**config.mk**
```make
export PLATFORM = sky130hd
export DESIGN_NAME = lifo_req_driver
export DESIGN_NICKNAME = d
export VERILOG_FILES = /design/src/rtl/lifo_req_driver.sv
export SDC_FILE = /design/constraint.sdc
export NUM_CORES = 1
export LEC_CHECK = 0
export CORE_AREA = 2 2 67 69
export DETAILED_ROUTE_END_ITERATION = 8
export DIE_AREA = 0 0 69 71
export PLACE_DENSITY = 0.88
export SYNTH_ARGS = -nofsm -noshare
export SYNTH_HDL_FRONTEND = slang
export SYNTH_SLANG_ARGS = --single-unit
```
**constraint.sdc**
```tcl
create_clock -name clk -period 3.8 [get_ports clk]
set_input_delay 0.38 -clock clk [delete_from_list [all_inputs] [get_ports clk]]
set_output_delay 0.38 -clock clk [all_outputs]
set_load 0.05 [all_outputs]
```
**src/rtl/lifo_req_driver.sv**
```systemverilog
// Request/response front end for the 8-entry byte stack: turns each request into one strobe and returns one response.
// Optional build macro LIFO_REQ_DRIVER_STATS_EN adds saturating overflow/underflow counters.
module lifo_req_driver #(
  parameter int DEPTH    = 8,
  parameter int WAIT_CYC = 1
) (
  input  logic       clk,
  input  logic       clr,
  input  logic       req_valid,
  output logic       req_ready,
  input  logic [1:0] req_op,
  input  logic [7:0] req_data,
  output logic       rsp_valid,
  input  logic       rsp_ready,
  output logic [7:0] rsp_data,
  output logic       rsp_err,
  output logic [3:0] level,
  output logic       lifo_push,
  output logic       lifo_pop,
  output logic       lifo_clr,
  output logic [7:0] lifo_din,
  input  logic [7:0] lifo_dout,
  input  logic       lifo_full,
`ifdef LIFO_REQ_DRIVER_STATS_EN
  output logic [7:0] ovf_cnt,
  output logic [7:0] unf_cnt,
`endif
  input  logic       lifo_empty
);

  typedef enum logic [1:0] {IDLE, ISSUE, WAIT, RESP} state_t;

  localparam logic [1:0] OP_PUSH = 2'b01;
  localparam logic [1:0] OP_POP  = 2'b10;
  localparam logic [1:0] OP_CLR  = 2'b11;

  state_t     state_q, state_d;
  logic [1:0] op_q, op_d;
  logic [7:0] data_q, data_d;
  logic       skip_q, skip_d;
  logic       err_q, err_d;
  logic [1:0] wcnt_q, wcnt_d;
  logic [3:0] level_q, level_d;
  logic       push_q, push_d, pop_q, pop_d, iclr_q, iclr_d;
  logic [7:0] din_q, din_d;
  logic [7:0] rsp_data_q, rsp_data_d;
  logic       rsp_err_q, rsp_err_d;

  // The stack's flags lag a cycle; the empty flag carries no extra information over level.
  logic unused_empty;
  assign unused_empty = lifo_empty;

  always_comb begin
    state_d    = state_q;
    op_d       = op_q;
    data_d     = data_q;
    skip_d     = skip_q;
    err_d      = err_q;
    wcnt_d     = wcnt_q;
    level_d    = level_q;
    push_d     = 1'b0;
    pop_d      = 1'b0;
    iclr_d     = 1'b0;
    din_d      = din_q;
    rsp_data_d = rsp_data_q;
    rsp_err_d  = rsp_err_q;
    case (state_q)
      IDLE: begin
        if (req_valid) begin
          op_d    = req_op;
          data_d  = req_data;
          state_d = ISSUE;
          skip_d  = 1'b1;
          err_d   = 1'b0;
          case (req_op)
            OP_PUSH: begin
              if (level_q == 4'(DEPTH) || lifo_full) begin
                err_d = 1'b1;
              end else begin
                skip_d = 1'b0;
                push_d = 1'b1;
                din_d  = req_data;
              end
            end
            OP_POP: begin
              if (level_q == 4'd0) err_d = 1'b1;
              else begin
                skip_d = 1'b0;
                pop_d  = 1'b1;
              end
            end
            OP_CLR: begin
              skip_d = 1'b0;
              iclr_d = 1'b1;
            end
            default: ;
          endcase
        end
      end
      // Rejected and nop requests spend this cycle here without a strobe, then respond.
      ISSUE: begin
        if (skip_q) begin
          state_d    = RESP;
          rsp_data_d = 8'h00;
          rsp_err_d  = err_q;
        end else begin
          state_d = WAIT;
          wcnt_d  = 2'd0;
          case (op_q)
            OP_PUSH: level_d = level_q + 4'd1;
            OP_POP:  level_d = level_q - 4'd1;
            default: level_d = 4'd0;
          endcase
        end
      end
      WAIT: begin
        if (wcnt_q == 2'(WAIT_CYC - 1)) begin
          state_d   = RESP;
          rsp_err_d = 1'b0;
          case (op_q)
            OP_POP:  rsp_data_d = lifo_dout;
            OP_PUSH: rsp_data_d = data_q;
            default: rsp_data_d = 8'h00;
          endcase
        end else begin
          wcnt_d = wcnt_q + 2'd1;
        end
      end
      RESP: begin
        if (rsp_ready) state_d = IDLE;
      end
      default: state_d = IDLE;
    endcase
  end

  always_ff @(posedge clk or posedge clr) begin
    if (clr) begin
      state_q    <= IDLE;
      op_q       <= 2'b00;
      data_q     <= 8'h00;
      skip_q     <= 1'b0;
      err_q      <= 1'b0;
      wcnt_q     <= 2'd0;
      level_q    <= 4'd0;
      push_q     <= 1'b0;
      pop_q      <= 1'b0;
      iclr_q     <= 1'b0;
      din_q      <= 8'h00;
      rsp_data_q <= 8'h00;
      rsp_err_q  <= 1'b0;
    end else begin
      state_q    <= state_d;
      op_q       <= op_d;
      data_q     <= data_d;
      skip_q     <= skip_d;
      err_q      <= err_d;
      wcnt_q     <= wcnt_d;
      level_q    <= level_d;
      push_q     <= push_d;
      pop_q      <= pop_d;
      iclr_q     <= iclr_d;
      din_q      <= din_d;
      rsp_data_q <= rsp_data_d;
      rsp_err_q  <= rsp_err_d;
    end
  end

`ifdef LIFO_REQ_DRIVER_STATS_EN
  logic [7:0] ovf_q, unf_q;
  logic       rej_entry;

  function automatic logic [7:0] sat_inc(input logic [7:0] v);
    return (v == 8'hFF) ? v : v + 8'd1;
  endfunction

  assign rej_entry = (state_q == ISSUE) && skip_q && err_q;

  always_ff @(posedge clk or posedge clr) begin
    if (clr) begin
      ovf_q <= 8'h00;
      unf_q <= 8'h00;
    end else if (rej_entry) begin
      if (op_q == OP_PUSH) ovf_q <= sat_inc(ovf_q);
      if (op_q == OP_POP)  unf_q <= sat_inc(unf_q);
    end
  end

  assign ovf_cnt = ovf_q;
  assign unf_cnt = unf_q;
`endif

  assign req_ready = (state_q == IDLE);
  assign rsp_valid = (state_q == RESP);
  assign rsp_data  = rsp_data_q;
  assign rsp_err   = rsp_err_q;
  assign level     = level_q;
  assign lifo_push = push_q;
  assign lifo_pop  = pop_q;
  assign lifo_clr  = clr | iclr_q;
  assign lifo_din  = din_q;

endmodule

```
==> results.yml <==
outcome:
  outcome: "complete, no violations"
placement:
  detailed_place.area_um2: 2530
  place_ws_ns: 1.66
  gp_congestion: 0.812
  port-buffer-count: 48
  detailed_place_hpwl_um: 3080
global_routing:
  grt_pass1_vias: 1406
  first_pass_grt_wire_length_um: 6600
  met1_usage_pct: 21.1
  gr-usage-met2_pct: 29.4
  grtUsageTotal_pct: 17.1
  antenna_violations_before_repair: 0
  met3_usage_pct: 2.71
  grt_overflow: 0
  grt_start_max_net_pins: 23
  grt_most_used_layer: "met2"
timing:
  final_critical_path_share_of_the_clock_period_pct: 62.9
  finClkSkew_ns: 0.00381
  setup_viol: 0
  totalNegativeSetupSlack_ns: 0
  relSlewSlack_pct: 44.6
  rsz_0062_raised_after_global_routing: "no"
  fin_crit_ns: 2.39
  hold_slack_ns: 0.484
  timing_hold_violations_final: 0
  finalMaxSlewViolations: 0
  timing_worst_slew_pin_value_ns: 0.830
  timing.final.ws_setup_ns: 1.41
  fmax_mhz: 418
synth:
  synth_fp_nets: 216
  synth_area_per_cell_um2: 11.4
  ys_async_sr_fraction_pct: 100
  synth_area_um2: 2020
  synth-warning-count: 0
  ys_ff_latch: 40
  sequential_element_share_of_the_synthesized_area_pct: 49.6
  synth_ff_type: "sky130_fd_sc_hd__dfrtp_1"
  post_synth_num_cell_types: 35
  synth_enable_flop_cells: 0
  post_synth_inst_count: 177
floorplanning:
  floorplan.io_pins: 50
  initial_util_pct: 48.0
  design.die.area_um2: 4900
  design.core.area_um2: 4200
  floorplan.die.height_um: 71
  die_width_um: 69
  core.rowCount: 24
setup_path:
  slowest_stage_delay_cp_ns: 0.85
  crit_type: "register to output pin"
  timing.critical_path.fanout_max: 7
  critical_path_required_ns: 3.42
  r2r_setup_slack_ns: 1.93
  worstPathCellList: "inv_1, ha_1, clkdlybuf4s50_1"
  worst_path_max_delay_cell: "sky130_fd_sc_hd__clkdlybuf4s50_1"
  setup.worst_path.end_class: "output pin"
  timing.critical_path.from_type: "register"
  crit_arrival_ns: 2.01
power:
  power-per-cell-area_nw_per_um2: 829
  cellLeakagePower_nw: 1.20
  total_power_mw: 2.20
  irDropWorstVdd_mv: 0.427
cells_and_area:
  drive_gt1_share_pct: 13.7
  antennaDiodeCount: 0
  most-common-layout-cells: "sky130_fd_sc_hd__clkdlybuf4s50_1, sky130_fd_sc_hd__dfrtp_1, sky130_fd_sc_hd__nand2_1, sky130_fd_sc_hd__mux2_2, sky130_fd_sc_hd__ha_1"
  areaGrowthSynthToFinish_pct: 31.6
  post-route-cell-area_um2: 2650
  layout_commonest_cell: "sky130_fd_sc_hd__clkdlybuf4s50_1"
  finalNetCount: 265
route:
  vias: 1489
  drt_pass1_iterations: 4
  drt-vias-per-instance: 5.34
  drcViolationCount: 0
  post_drt_wl_per_cell_um: 14.8
  drtAntennaViolNets: 0
  totalWireLength_um: 4120
  drtIter0Drc: 78
clock_network:
  clock_insertion_delay_worst_skew_ns: 0.30
  ctsRootBufferMaster: "sky130_fd_sc_hd__clkbuf_8"
  ctsHoldBuffers: 0
  cts.htree.levels: 2
  clk_sinks: 40
  cts.reportedPaths.clkPinSlew_ns: 0.08
  number_of_cts_inserted_buffers: 5
  cts_resizes: 0
  tritoncts: "built"
  post_cts_setup_inserts: 0
  clk_path_buf_depth: 2
min_path:
  hp-class: "register to register"
run:
  maxCapViolCount: 0
## metrics by stage
step | std cells | util (%)
3_5_place_dp | 271 | 60.2
5_1_grt | 279 | 63.1
4_1_cts | 279 | 63.1
3_3_place_gp | 271 | 60.2
2_1_floorplan | 177 | -
6_report | 279 | 63.1
## area by class of cell
type | instances | area [um^2]
fillers | 337 | 1550
flip-flops and latches | 40 | 1000
multi-input cells | 119 | 937
repair buffers | 49 | 488
clock buffers | 6 | 82.6
well taps | 52 | 65.1
inverters | 11 | 41.3
clock inverters | 2 | 38.8
## path summary, 6_finish.rpt
kind | from | end | depth (start not counted)
min reg2reg | rsp_data[1]$_DFFE_PP0P_ | rsp_data[1]$_DFFE_PP0P_ | 2
max reg2reg | op_q[0]$_DFFE_PP0P_ | level[3]$_DFFE_PP0P_ | 7
min | rsp_data[1]$_DFFE_PP0P_ | rsp_data[1]$_DFFE_PP0P_ | 2
max | state_q[0]$_DFFE_PP0P_ | req_ready | 3
max in group asynchronous | clr | lifo_din[4]$_DFFE_PP0P_ | 3
min in group asynchronous | clr | iclr_q$_DFF_PP0_ | 2
## power breakdown
part,total (mW),internal [mW],switching (mW)
clock network,0.367,0.215,0.152
logic,1.13,0.435,0.699
registers,0.699,0.581,0.118
## per-layer routing
layer / routed length, um / share of wire (%) / vias to the layer above
met3: 140 / 3.4 / 10
met5: 0 / 0 / -
met4: 97 / 2.4 / 0
li1: - / - / 729
met1: 1800 / 44 / 712
met2: 2090 / 51 / 38
## flip-flops by register name, summed over array words and instances, names as in the netlist
register / cells
iclr_q: 1
data_q: 8
level: 4
lifo_pop: 1
rsp_data: 8
state_q: 2
err_q: 1
rsp_err: 1
lifo_din: 8
op_q: 2
wcnt_q: 2
lifo_push: 1
skip_q: 1
## cells in the mapped netlist, types with 2 or more instances
cell type	instances	area, um^2
sky130_fd_sc_hd__dfrtp_1	40	1000
sky130_fd_sc_hd__nand2_1	18	67.6
sky130_fd_sc_hd__mux2_2	17	191
sky130_fd_sc_hd__ha_1	15	188
sky130_fd_sc_hd__inv_1	11	41.3
sky130_fd_sc_hd__a22oi_1	10	75.1
sky130_fd_sc_hd__o31ai_1	10	75.1
sky130_fd_sc_hd__o21ai_0	8	40.0
sky130_fd_sc_hd__nand2b_1	7	43.8
sky130_fd_sc_hd__a21oi_1	5	25.0
sky130_fd_sc_hd__nor3_1	4	20.0
sky130_fd_sc_hd__buf_2	3	15.0
sky130_fd_sc_hd__buf_1	2	7.51
sky130_fd_sc_hd__buf_4	2	15.0
sky130_fd_sc_hd__nand3_1	2	10.0
sky130_fd_sc_hd__nor2_1	2	7.51
sky130_fd_sc_hd__o221ai_1	2	17.5
sky130_fd_sc_hd__xor2_1	2	17.5
## critical path, delay by kind of cell, from the launching register on
kind | cells | cell delay, ns
adder cells (fa/ha/maj) | 1 | 0.32
buffers and inverters | 2 | 0.99
flip-flops | 1 | 0.40
## cells by family (layout without fill, tap and decap cells)
kind of cell / after synthesis / in the layout / synth area share, %
adder cells (fa/ha/maj): 15 / 15 / 9.31
buffers and inverters: 18 / 68 / 3.91
flip-flops: 40 / 40 / 49.6
multiplexers: 18 / 18 / 9.99
AND/OR/NAND/NOR: 42 / 42 / 11.2
XOR/XNOR: 2 / 2 / 0.869
AO/OA/AOI/OAI: 42 / 42 / 15.1
(Power assumes the default switching activity.)
